$ cat src/rtl/bcd_score_counter_display.sv
// Saturating BCD score counter with a registered, blinkable 7-segment driver per digit.
// Latency: score/at_max one edge after a request, HEX one edge after score; no backpressure.
module bcd_score_counter_display #(
  parameter int DIGITS    = 2,
  parameter int BLINK_DIV = 25000000,
  parameter int BLANK_LZ  = 1
) (
  input  logic                  CLOCK,
  input  logic                  RESET,
  input  logic                  clear,
  input  logic                  inc,
  input  logic                  dec,
  input  logic                  blink_en,
  output logic [4*DIGITS-1:0]   score,
  output logic                  at_max,
  output logic [7*DIGITS-1:0]   HEX
);

  localparam int SW = 4 * DIGITS;
  localparam int HW = 7 * DIGITS;
  localparam int CW = (BLINK_DIV > 1) ? $clog2(BLINK_DIV) : 1;
  localparam logic [CW-1:0] TERM  = CW'(BLINK_DIV - 1);
  localparam logic [SW-1:0] NINES = {DIGITS{4'h9}};

  function automatic logic [HW-1:0] hex_rst_val();
    logic [HW-1:0] v;
    v = '0;
    for (int i = 0; i < DIGITS; i++)
      v[7*i +: 7] = (i > 0 && BLANK_LZ != 0) ? 7'h7F : 7'h01;
    return v;
  endfunction

  localparam logic [HW-1:0] HEX_RST = hex_rst_val();

  // Active-high abcdefg; non-decimal codes decode to all-off.
  function automatic logic [6:0] seg7(input logic [3:0] d);
    case (d)
      4'd0:    seg7 = 7'b1111110;
      4'd1:    seg7 = 7'b0110000;
      4'd2:    seg7 = 7'b1101101;
      4'd3:    seg7 = 7'b1111001;
      4'd4:    seg7 = 7'b0110011;
      4'd5:    seg7 = 7'b1011011;
      4'd6:    seg7 = 7'b1011111;
      4'd7:    seg7 = 7'b1110000;
      4'd8:    seg7 = 7'b1111111;
      4'd9:    seg7 = 7'b1111011;
      default: seg7 = 7'b0000000;
    endcase
  endfunction

  logic [SW-1:0] score_q, score_d;
  logic          at_max_q, at_max_d;
  logic [HW-1:0] hex_q, hex_d;
  logic [CW-1:0] cnt_q, cnt_d;
  logic          phase_q, phase_d;

  logic [SW-1:0] inc_v, dec_v;
  logic          carry, borrow;
  logic [3:0]    dig;

  always_comb begin
    inc_v  = score_q;
    dec_v  = score_q;
    carry  = 1'b1;
    borrow = 1'b1;
    dig    = '0;
    for (int i = 0; i < DIGITS; i++) begin
      dig = score_q[4*i +: 4];
      if (carry) begin
        if (dig == 4'd9) begin
          inc_v[4*i +: 4] = 4'd0;
        end else begin
          inc_v[4*i +: 4] = dig + 4'd1;
          carry = 1'b0;
        end
      end
      if (borrow) begin
        if (dig == 4'd0) begin
          dec_v[4*i +: 4] = 4'd9;
        end else begin
          dec_v[4*i +: 4] = dig - 4'd1;
          borrow = 1'b0;
        end
      end
    end
  end

  always_comb begin
    score_d = score_q;
    if (clear)
      score_d = '0;
    else if (inc && dec)
      score_d = score_q;
    else if (inc && score_q != NINES)
      score_d = inc_v;
    else if (dec && score_q != '0)
      score_d = dec_v;
    at_max_d = (score_d == NINES);
  end

  always_comb begin
    cnt_d   = cnt_q;
    phase_d = phase_q;
    if (!blink_en) begin
      cnt_d   = '0;
      phase_d = 1'b1;
    end else if (cnt_q == TERM) begin
      cnt_d   = '0;
      phase_d = ~phase_q;
    end else begin
      cnt_d = cnt_q + 1'b1;
    end
  end

  logic       lz;
  logic [6:0] seg;
  logic [3:0] hd;

  // Walk from the most significant digit so lz tracks "everything above is zero".
  always_comb begin
    hex_d = '0;
    lz    = 1'b1;
    seg   = '0;
    hd    = '0;
    for (int i = DIGITS - 1; i >= 0; i--) begin
      hd  = score_q[4*i +: 4];
      seg = ~seg7(hd);
      if (BLANK_LZ != 0 && i > 0 && lz && hd == 4'd0)
        seg = 7'h7F;
      if (hd != 4'd0)
        lz = 1'b0;
      if (blink_en && !phase_q)
        seg = 7'h7F;
      hex_d[7*i +: 7] = seg;
    end
  end

  always_ff @(posedge CLOCK or negedge RESET) begin
    if (!RESET) begin
      score_q  <= '0;
      at_max_q <= 1'b0;
      hex_q    <= HEX_RST;
      cnt_q    <= '0;
      phase_q  <= 1'b1;
    end else begin
      score_q  <= score_d;
      at_max_q <= at_max_d;
      hex_q    <= hex_d;
      cnt_q    <= cnt_d;
      phase_q  <= phase_d;
    end
  end

  assign score  = score_q;
  assign at_max = at_max_q;
  assign HEX    = hex_q;

endmodule
$ cat config.mk
export PLATFORM = sky130hd
export DESIGN_NAME = bcd_score_counter_display
export DESIGN_NICKNAME = d
export VERILOG_FILES = /design/src/rtl/bcd_score_counter_display.sv
export SDC_FILE = /design/constraint.sdc
export NUM_CORES = 1
export LEC_CHECK = 0
export ABC_AREA = 1
export CORE_ASPECT_RATIO = 0.75
export CORE_MARGIN = 5
export CORE_UTILIZATION = 42
export CTS_CLUSTER_DIAMETER = 60
export DETAILED_ROUTE_END_ITERATION = 6
export PLACE_DENSITY_LB_ADDON = 0.25
export SLEW_MARGIN = 15
export SYNTH_ARGS = -nofsm -noshare
export SYNTH_HDL_FRONTEND = slang
export SYNTH_SLANG_ARGS = --single-unit
$ cat constraint.sdc
create_clock -name CLOCK -period 2.5 [get_ports CLOCK]
set_clock_uncertainty 0.15 [all_clocks]
set_input_delay 0.5 -clock CLOCK [delete_from_list [all_inputs] [get_ports CLOCK]]
set_output_delay 0.5 -clock CLOCK [all_outputs]
set_load 0.05 [all_outputs]
==> impl_metrics.env, run 1 <==
export IMPL_status="finished, final reports clean"
export IMPL_rsz0062_at_grt="no"
export IMPL_die_y_um=82.63
export IMPL_num_antenna_cells=0
export IMPL_synthSimpleGateAreaFrac_pct=36.76
export IMPL_holdBufCountCts=0
export IMPL_worstPathMaxFanout=8
export IMPL_clock_sinks=49
export IMPL_drive_above_1_share_pct=14.93
export IMPL_drtIter0Drc=92
export IMPL_period_share_pct=93.90
export IMPL_maxCapViolations=0
export IMPL_p_leak_nw=1.646
export IMPL_ys_seq_area_share_pct=41.89
export IMPL_timing_hold_ws_ns=0.01967
export IMPL_ant_nets=0
export IMPL_die_area_um2=8828
export IMPL_worstPathArrival_ns=1.70
export IMPL_drt_met1_wl_um=3217
export IMPL_hold_path_class="in2async"
export IMPL_drtPass1Iterations=4
export IMPL_viasPerCell=5.063
export IMPL_grt_pass1_wl_um=11280
export IMPL_slew_violations=0
export IMPL_mostFrequentLayoutCells="nand2_1 (86), inv_1 (45), nor2_1 (41), dfrtp_1 (40), nand3_1 (35)"
export IMPL_period_minus_slack_ns=2.348
export IMPL_setup_tns_ns=0
export IMPL_netlist_area_um2=2954
export IMPL_dpl_hpwl_um=4969
export IMPL_wl_met2_um=2811
export IMPL_syn2layout_area_growth_pct=17.41
export IMPL_routed_wl_um=6400
export IMPL_yosysWarnings=0
export IMPL_initial_utilization_pct=43.24
export IMPL_clock_latency_ns=0.30
export IMPL_vias=2562
export IMPL_start_kind="flip-flop"
export IMPL_rows=26
export IMPL_synth_compound_area_share_pct=6.438
export IMPL_yosys_register_bits=49
export IMPL_avgSynthCellArea_um2=7.693
export IMPL_setup_viol=0
export IMPL_remaining_drc_errors=0
export IMPL_cts_tree="done"
export IMPL_cp_buffers_inverters=1
export IMPL_h_tree_depth=2
export IMPL_max_slew_margin_pct=64.09
export IMPL_nets=440
export IMPL_top_layer="met4"
export IMPL_met3_length_um=325
export IMPL_cpPeakStageDelay_ns=0.87
export IMPL_grt_pass1_vias=2455
export IMPL_syn_num_nets=403
export IMPL_critical_path_required_ns=1.85
export IMPL_grtUsageTotal_pct=15.81
export IMPL_yosysUniqueCellTypes=38
export IMPL_pin_count=29
export IMPL_postCtsSetupBuffers=0
export IMPL_synth_cells=384
export IMPL_synth_xor_area_share_pct=1.186
export IMPL_crit_slowest_cell="clkdlybuf4s50_1"
export IMPL_wire_per_inst_um=12.65
export IMPL_synth_top_family_by_area="simple AND/OR/NAND/NOR gates"
export IMPL_critPathKind="reg2out"
export IMPL_clkSlewWorstSetupHoldPaths_ns=0.09
export IMPL_antenna_found_initial=0
export IMPL_globalplace_congestion=0.9016
export IMPL_clockRootBuffer="clkbuf_8"
export IMPL_ir_drop_mv=0.3450
export IMPL_portBuffers=28
export IMPL_fp_dieW_um=106.8
export IMPL_cts_made_buffers=5
export IMPL_grt_overflow=0
export IMPL_clockBufferDepth=2
export IMPL_hold_viol=0
export IMPL_path_delay_family="buffers and inverters"
export IMPL_cts_resized=0
export IMPL_synthAdderAreaFrac_pct=5.506
export IMPL_final_common_cell="nand2_1"
export IMPL_tightestPinTransition_ns=0.5387
export IMPL_power_density_nw_per_um2=629.3
export IMPL_cp_cell_sequence="clkdlybuf4s50_1"
export IMPL_synth_mux_area_share_pct=0
export IMPL_grt_max_degree=26
export IMPL_endpoint_kind="output pin"
export IMPL_coreArea_um2=6832
export IMPL_fmax_mhz=426.0
metal layers:
layer / vias up / global-route usage (%)
met5: - / 0
met4: 0 / 3.065
met3: 7 / 2.953
met2: 69 / 25.25
met1: 1166 / 22.61
li1: 1320 / -
cell families after synthesis:
logic type | Yosys count
fa+ha+maj | 13
xor+xnor | 4
flops | 49
buf+inv | 60
simple gates | 223
compound gates | 35
through the flow:
step / instance area [µm²] / utilization [%] / total power, W / cells / setup slack (ns)
floorplan: 2954 / - / 0.001394 / 384 / 0.2917
global placement: 3352 / 49.07 / 0.001609 / 498 / 0.2963
detailed placement: 3352 / 49.07 / 0.001612 / 498 / 0.2963
CTS: 3468 / 50.77 / 0.002207 / 506 / 0.1489
global route: 3468 / 50.77 / 0.002305 / 506 / 0.09139
finish: 3468 / 50.77 / 0.002182 / 506 / 0.1524
flip-flops by register name (all words and copies together) (netlist names):
register / count
cnt_q: 25
HEX: 14
score: 8
at_max: 1
phase_q: 1
power by group:
part	switching (W)	leakage [nW]	internal [W]	total (W)
combinational	0.000466	0.954	0.000213	0.000679
clock	0.000262	0.0585	0.000326	0.000588
sequential	0.0000392	0.633	0.000877	0.000916
total	0.000766	1.65	0.00142	0.00218
cell usage after synthesis, drive strengths merged:
| cell | number | area, µm² |
|---|---|---|
| nand2 | 97 | 415.4 |
| inv | 55 | 211.5 |
| nor2 | 48 | 207.7 |
| dfrtp | 40 | 1001 |
| nand3 | 38 | 205.2 |
| nor3 | 19 | 105.1 |
| a21oi | 15 | 75.07 |
| o21ai | 14 | 70.06 |
| ha | 13 | 162.7 |
| dfstp | 9 | 236.5 |
| nand4 | 9 | 62.56 |
| nor3b | 4 | 40.03 |
| or2 | 4 | 25.02 |
| xor2 | 4 | 35.03 |
| buf | 3 | 23.77 |
| and3 | 2 | 12.51 |
| nor4 | 2 | 12.51 |
| o211ai | 2 | 15.01 |
| a311oi | 1 | 8.760 |
| a31oi | 1 | 6.260 |
| clkbuf | 1 | 3.750 |
| clkinv | 1 | 3.750 |
| o21a | 1 | 7.510 |
| o21bai | 1 | 7.510 |
final timing paths:
path                           from   endpoint  cells after the start  slack, ns
max                        score[2]   score[2]                      1       0.15
min                           RESET   score[1]                      1       0.02
max reg2reg                score[0]     at_max                     14       0.32
min reg2reg                 phase_q    phase_q                      2       0.36
max in group asynchronous     RESET  cnt_q[19]                      2       1.60
min in group CLOCK          phase_q    phase_q                      2       0.36
layout make-up:
| class | instances | area, µm² |
|---|---|---|
| clock inverters | 1 | 30.03 |
| inverters | 56 | 215.2 |
| repair buffers | 34 | 320.3 |
| fillers | 653 | 3363 |
| multi-input cells | 275 | 1474 |
| flip-flops and latches | 49 | 1237 |
| well taps | 84 | 105.1 |
| clock buffers | 7 | 86.33 |
Power figures use the tool's default switching activity.
==> run 2, diff against run 1 <==
==> constraint.sdc (replaced) <==
create_clock -name CLOCK -period 2.3 [get_ports CLOCK]
set_clock_uncertainty 0.15 [all_clocks]
set_input_delay 0.46 -clock CLOCK [delete_from_list [all_inputs] [get_ports CLOCK]]
set_output_delay 0.46 -clock CLOCK [all_outputs]
set_load 0.05 [all_outputs]
==> impl_metrics.env, run 2 (same netlist as run 1, synthesis figures left out) <==
export IMPL_largest_register="cnt_q"
export IMPL_drive_above_1_share_pct=17.14
export IMPL_hold_viol=14
export IMPL_cp_buffers_inverters=1
export IMPL_remaining_drc_errors=0
export IMPL_globalplace_congestion=0.9229
export IMPL_regToRegEndpoint="at_max"
export IMPL_worstPathArrival_ns=1.62
export IMPL_grt_pass1_vias=2543
export IMPL_clock_latency_ns=0.30
export IMPL_cpPeakStageDelay_ns=0.80
export IMPL_period_share_pct=97.10
export IMPL_syn2layout_area_growth_pct=18.72
export IMPL_power_density_nw_per_um2=682.2
export IMPL_critPathKind="reg2out"
export IMPL_fmax_mhz=447.8
export IMPL_coreArea_um2=6832
export IMPL_clockRootBuffer="clkbuf_8"
export IMPL_max_slew_margin_pct=63.04
export IMPL_initial_utilization_pct=43.24
export IMPL_fill_cells=652
export IMPL_portBuffers=28
export IMPL_cp_cell_sequence="clkdlybuf4s50_1"
export IMPL_r2r_start="score[1]"
export IMPL_tightestPinTransition_ns=0.5544
export IMPL_critical_path_required_ns=1.69
export IMPL_rsz0062_at_grt="no"
export IMPL_maxCapViolations=0
export IMPL_ant_nets=0
export IMPL_h_tree_depth=2
export IMPL_drtPass1Iterations=4
export IMPL_dpl_hpwl_um=5132
export IMPL_mostFrequentLayoutCells="nand2_1 (86), inv_1 (44), dfrtp_1 (40), nor2_1 (40), nand3_1 (35)"
export IMPL_start_kind="flip-flop"
export IMPL_stdcell_area_um2=3507
export IMPL_slew_violations=0
export IMPL_timing_hold_ws_ns=-0.01681
export IMPL_hold_path_class="in2async"
export IMPL_endpoint_kind="output pin"
export IMPL_p_leak_nw=1.722
export IMPL_drtIter0Drc=83
export IMPL_clock_sinks=49
export IMPL_cts_made_buffers=5
export IMPL_cts_tree="done"
export IMPL_pin_count=29
export IMPL_setup_viol=0
export IMPL_pre_cts_ws_ns=0.1616
export IMPL_routed_wl_um=6687
export IMPL_p_total_w=0.002393
export IMPL_crit_slowest_cell="clkdlybuf4s50_1"
export IMPL_status="finished, violations left"
export IMPL_wire_per_inst_um=13.11
export IMPL_final_common_cell="nand2_1"
export IMPL_fin_cells=510
export IMPL_setup_tns_ns=0
export IMPL_grt_pass1_wl_um=11780
export IMPL_worstPathMaxFanout=1
export IMPL_viasPerCell=4.994
export IMPL_clockBufferDepth=2
export IMPL_grt_max_degree=26
export IMPL_rr_worst_depth=14
export IMPL_ir_drop_mv=0.4056
export IMPL_worst_slack_ns=0.06680
export IMPL_postPlaceCellArea_um2=3374
export IMPL_num_antenna_cells=0
export IMPL_period_minus_slack_ns=2.233
export IMPL_ff2ff_setup_slack_ns=0.20
export IMPL_die_area_um2=8828
export IMPL_fp_dieW_um=106.8
export IMPL_clkSlewWorstSetupHoldPaths_ns=0.09
export IMPL_largest_reg_flops=25
export IMPL_antenna_found_initial=0
export IMPL_grt_overflow=0
export IMPL_vias=2547
export IMPL_die_y_um=82.63
export IMPL_path_delay_family="buffers and inverters"
export IMPL_violations="hold timing"
export IMPL_placed_cells=502
export IMPL_grtUsageTotal_pct=16.59
export IMPL_rows=26
export IMPL_nets=444
-- run 2: worst max path at each step --
stage          startpoint  depth (start not counted)  slack (ns)  endpoint
2_1_floorplan    score[4]                         13        0.09    at_max
3_3_place_gp          dec                         10        0.20    at_max
3_5_place_dp          dec                         10        0.16    at_max
4_1_cts          score[7]                          1        0.05  score[7]
5_1_grt          score[0]                          1       0.008  score[0]
6_report           HEX[9]                          1        0.07    HEX[9]
-- run 2: area by class of cell --
cell class                      count  area [µm²]  share of cell area [%]
Clock buffer                        6       82.58                   2.355
Clock inverter                      2       37.54                   1.070
Inverter                           56       215.2                   6.136
Multi-Input combinational cell    275        1476                   42.10
Sequential cell                    49        1237                   35.28
Tap cell                           84       105.1                   2.997
Timing Repair Buffer               38       352.8                   10.06
-- run 2: stage by stage --
stage	util [%]	hold slack, ns
floorplan	-	0.01441
global placement	49.40	0.3269
detailed placement	49.40	0.3461
CTS	51.15	0.008377
global route	51.34	0.03627
finish	51.34	-0.01681
-- run 2: layer usage --
| layer | GRT usage (%) | part of all wire (%) | vias up |
|---|---|---|---|
| met5 | 0 | 0 | - |
| met4 | 3.576 | 0.66 | 0 |
| met3 | 3.263 | 3.7 | 5 |
| met2 | 27.58 | 46 | 47 |
| met1 | 22.71 | 49 | 1171 |
| li1 | - | - | 1324 |
-- run 2: report_power, final --
| part | internal [W] | leakage (nW) | switching (W) |
|---|---|---|---|
| logic | 0.000238 | 1.03 | 0.000509 |
| registers | 0.000953 | 0.633 | 0.0000432 |
| clock network | 0.000354 | 0.0574 | 0.000296 |
| total | 0.00154 | 1.72 | 0.000848 |
-- run 2: repair_timing --
action | 4_1_cts | 5_1_grt
setup endpoints to repair | 0 | 4
gates resized for setup | 0 | 6
hold buffers | 0 | 0
buffers inserted | 0 | 0
==> run 3, diff against run 2 <==
--- a/config.mk
+++ b/config.mk
@@ -6,7 +6,7 @@
 export NUM_CORES = 1
 export LEC_CHECK = 0
 export ABC_AREA = 1
-export CORE_ASPECT_RATIO = 0.75
+export CORE_ASPECT_RATIO = 0.9
 export CORE_MARGIN = 5
 export CORE_UTILIZATION = 42
 export CTS_CLUSTER_DIAMETER = 60
==> impl_metrics.env, run 3 (same netlist as run 1, synthesis figures left out) <==
export IMPL_status="finished, final reports clean"
export IMPL_largest_register="cnt_q"
export IMPL_stdcell_area_um2=3510
export IMPL_rr_worst_depth=12
export IMPL_clock_sinks=49
export IMPL_fmax_mhz=443.4
export IMPL_clkSlewWorstSetupHoldPaths_ns=0.10
export IMPL_ant_nets=0
export IMPL_period_share_pct=98.06
export IMPL_globalplace_congestion=0.8737
export IMPL_rows=29
export IMPL_cp_cell_sequence="clkdlybuf4s50_1"
export IMPL_fp_dieW_um=98.40
export IMPL_viasPerCell=4.960
export IMPL_period_minus_slack_ns=2.255
export IMPL_path_delay_family="buffers and inverters"
export IMPL_grt_pass1_wl_um=11410
export IMPL_cp_num_cells=1
export IMPL_fill_cells=685
export IMPL_portBuffers=28
export IMPL_antenna_found_initial=0
export IMPL_worstPathMaxFanout=7
export IMPL_max_slew_margin_pct=62.12
export IMPL_drive_above_1_share_pct=16.63
export IMPL_setup_viol=0
export IMPL_remaining_drc_errors=0
export IMPL_start_kind="flip-flop"
export IMPL_critical_path_required_ns=1.69
export IMPL_die_y_um=89.56
export IMPL_mostFrequentLayoutCells="nand2_1 (86), inv_1 (45), nor2_1 (41), dfrtp_1 (40), nand3_1 (35)"
export IMPL_initial_utilization_pct=42.40
export IMPL_clock_latency_ns=0.31
export IMPL_cts_tree="done"
export IMPL_worstPathArrival_ns=1.65
export IMPL_die_area_um2=8813
export IMPL_syn2layout_area_growth_pct=18.81
export IMPL_final_common_cell="nand2_1"
export IMPL_cp_buffers_inverters=1
export IMPL_vias=2579
export IMPL_ir_drop_mv=0.3148
export IMPL_grt_max_degree=27
export IMPL_pin_count=29
export IMPL_grt_pass1_vias=2549
export IMPL_drtIter0Drc=86
export IMPL_h_tree_depth=2
export IMPL_grtUsageTotal_pct=15.95
export IMPL_cpPeakStageDelay_ns=0.85
export IMPL_postCtsSetupBuffers=0
export IMPL_power_density_nw_per_um2=653.0
export IMPL_clockBufferDepth=2
export IMPL_hold_viol=0
export IMPL_p_leak_nw=1.701
export IMPL_fin_util_pct=50.38
export IMPL_num_antenna_cells=0
export IMPL_crit_slowest_cell="clkdlybuf4s50_1"
export IMPL_clockRootBuffer="clkbuf_8"
export IMPL_routed_wl_um=6543
export IMPL_tightestPinTransition_ns=0.5682
export IMPL_worstHoldPathCells=1
export IMPL_drtPass1Iterations=4
export IMPL_coreArea_um2=6967
export IMPL_grt_overflow=0
export IMPL_cts_made_buffers=5
export IMPL_wire_per_inst_um=12.58
export IMPL_endpoint_kind="output pin"
export IMPL_rsz0062_at_grt="yes"
export IMPL_slew_violations=0
export IMPL_nets=445
export IMPL_critPathKind="reg2out"
export IMPL_postPlaceCellArea_um2=3398
export IMPL_hold_path_class="reg2reg"
export IMPL_maxCapViolations=0
export IMPL_dpl_hpwl_um=4976
export IMPL_largest_reg_flops=25
## run 3: routing by layer
layer / up-vias / GRT usage (%) / wire length (µm)
li1: 1327 / - / -
met1: 1198 / 20.42 / 3191
met2: 48 / 27.62 / 3081
met3: 6 / 3.666 / 229
met4: 0 / 3.970 / 40
met5: - / 0 / 0
## run 3: path summary, 6_finish.rpt
kind / startpoint / to / slack (ns)
setup / recovery: score[1] / score[1] / 0.04
hold / removal: cnt_q[12] / cnt_q[12] / 0.37
setup reg to reg: score[1] / at_max / 0.19
hold reg to reg: cnt_q[12] / cnt_q[12] / 0.37
max in group asynchronous: RESET / cnt_q[21] / 0.90
min in group asynchronous: RESET / score[1] / 0.56
## run 3: report_power, final
part	switching (W)	internal (W)
sequential	0.0000428	0.000953
combinational	0.000506	0.000241
clock	0.000305	0.000245
total	0.000854	0.00144
## run 3: final cells by class
type	instances	area (µm²)	area share, %
Multi-Input combinational cell	275	1474	42.00
Sequential cell	49	1237	35.26
Timing Repair Buffer	39	370.4	10.55
Inverter	56	215.2	6.132
Tap cell	93	116.4	3.316
Clock buffer	6	82.58	2.353
Clock inverter	2	13.76	0.3922
## run 3: through the flow
stage	setup slack [ns]	hold WS (ns)	cells	total power, W	TNS, ns
floorplan	0.09171	0.01441	384	0.001515	0
global placement	0.2309	0.3286	511	0.001759	0
detailed placement	0.1885	0.3402	511	0.001762	0
CTS	0.02477	0.3675	520	0.002321	0
global route	-0.01421	0.4204	520	0.002427	-0.01421
finish	0.04454	0.3651	520	0.002292	0
## run 3: timing repair
action	in CTS	in global routing
gates resized for setup	0	2
hold buffers	1	0
hold endpoints to repair	3	0
setup endpoints to repair	0	3
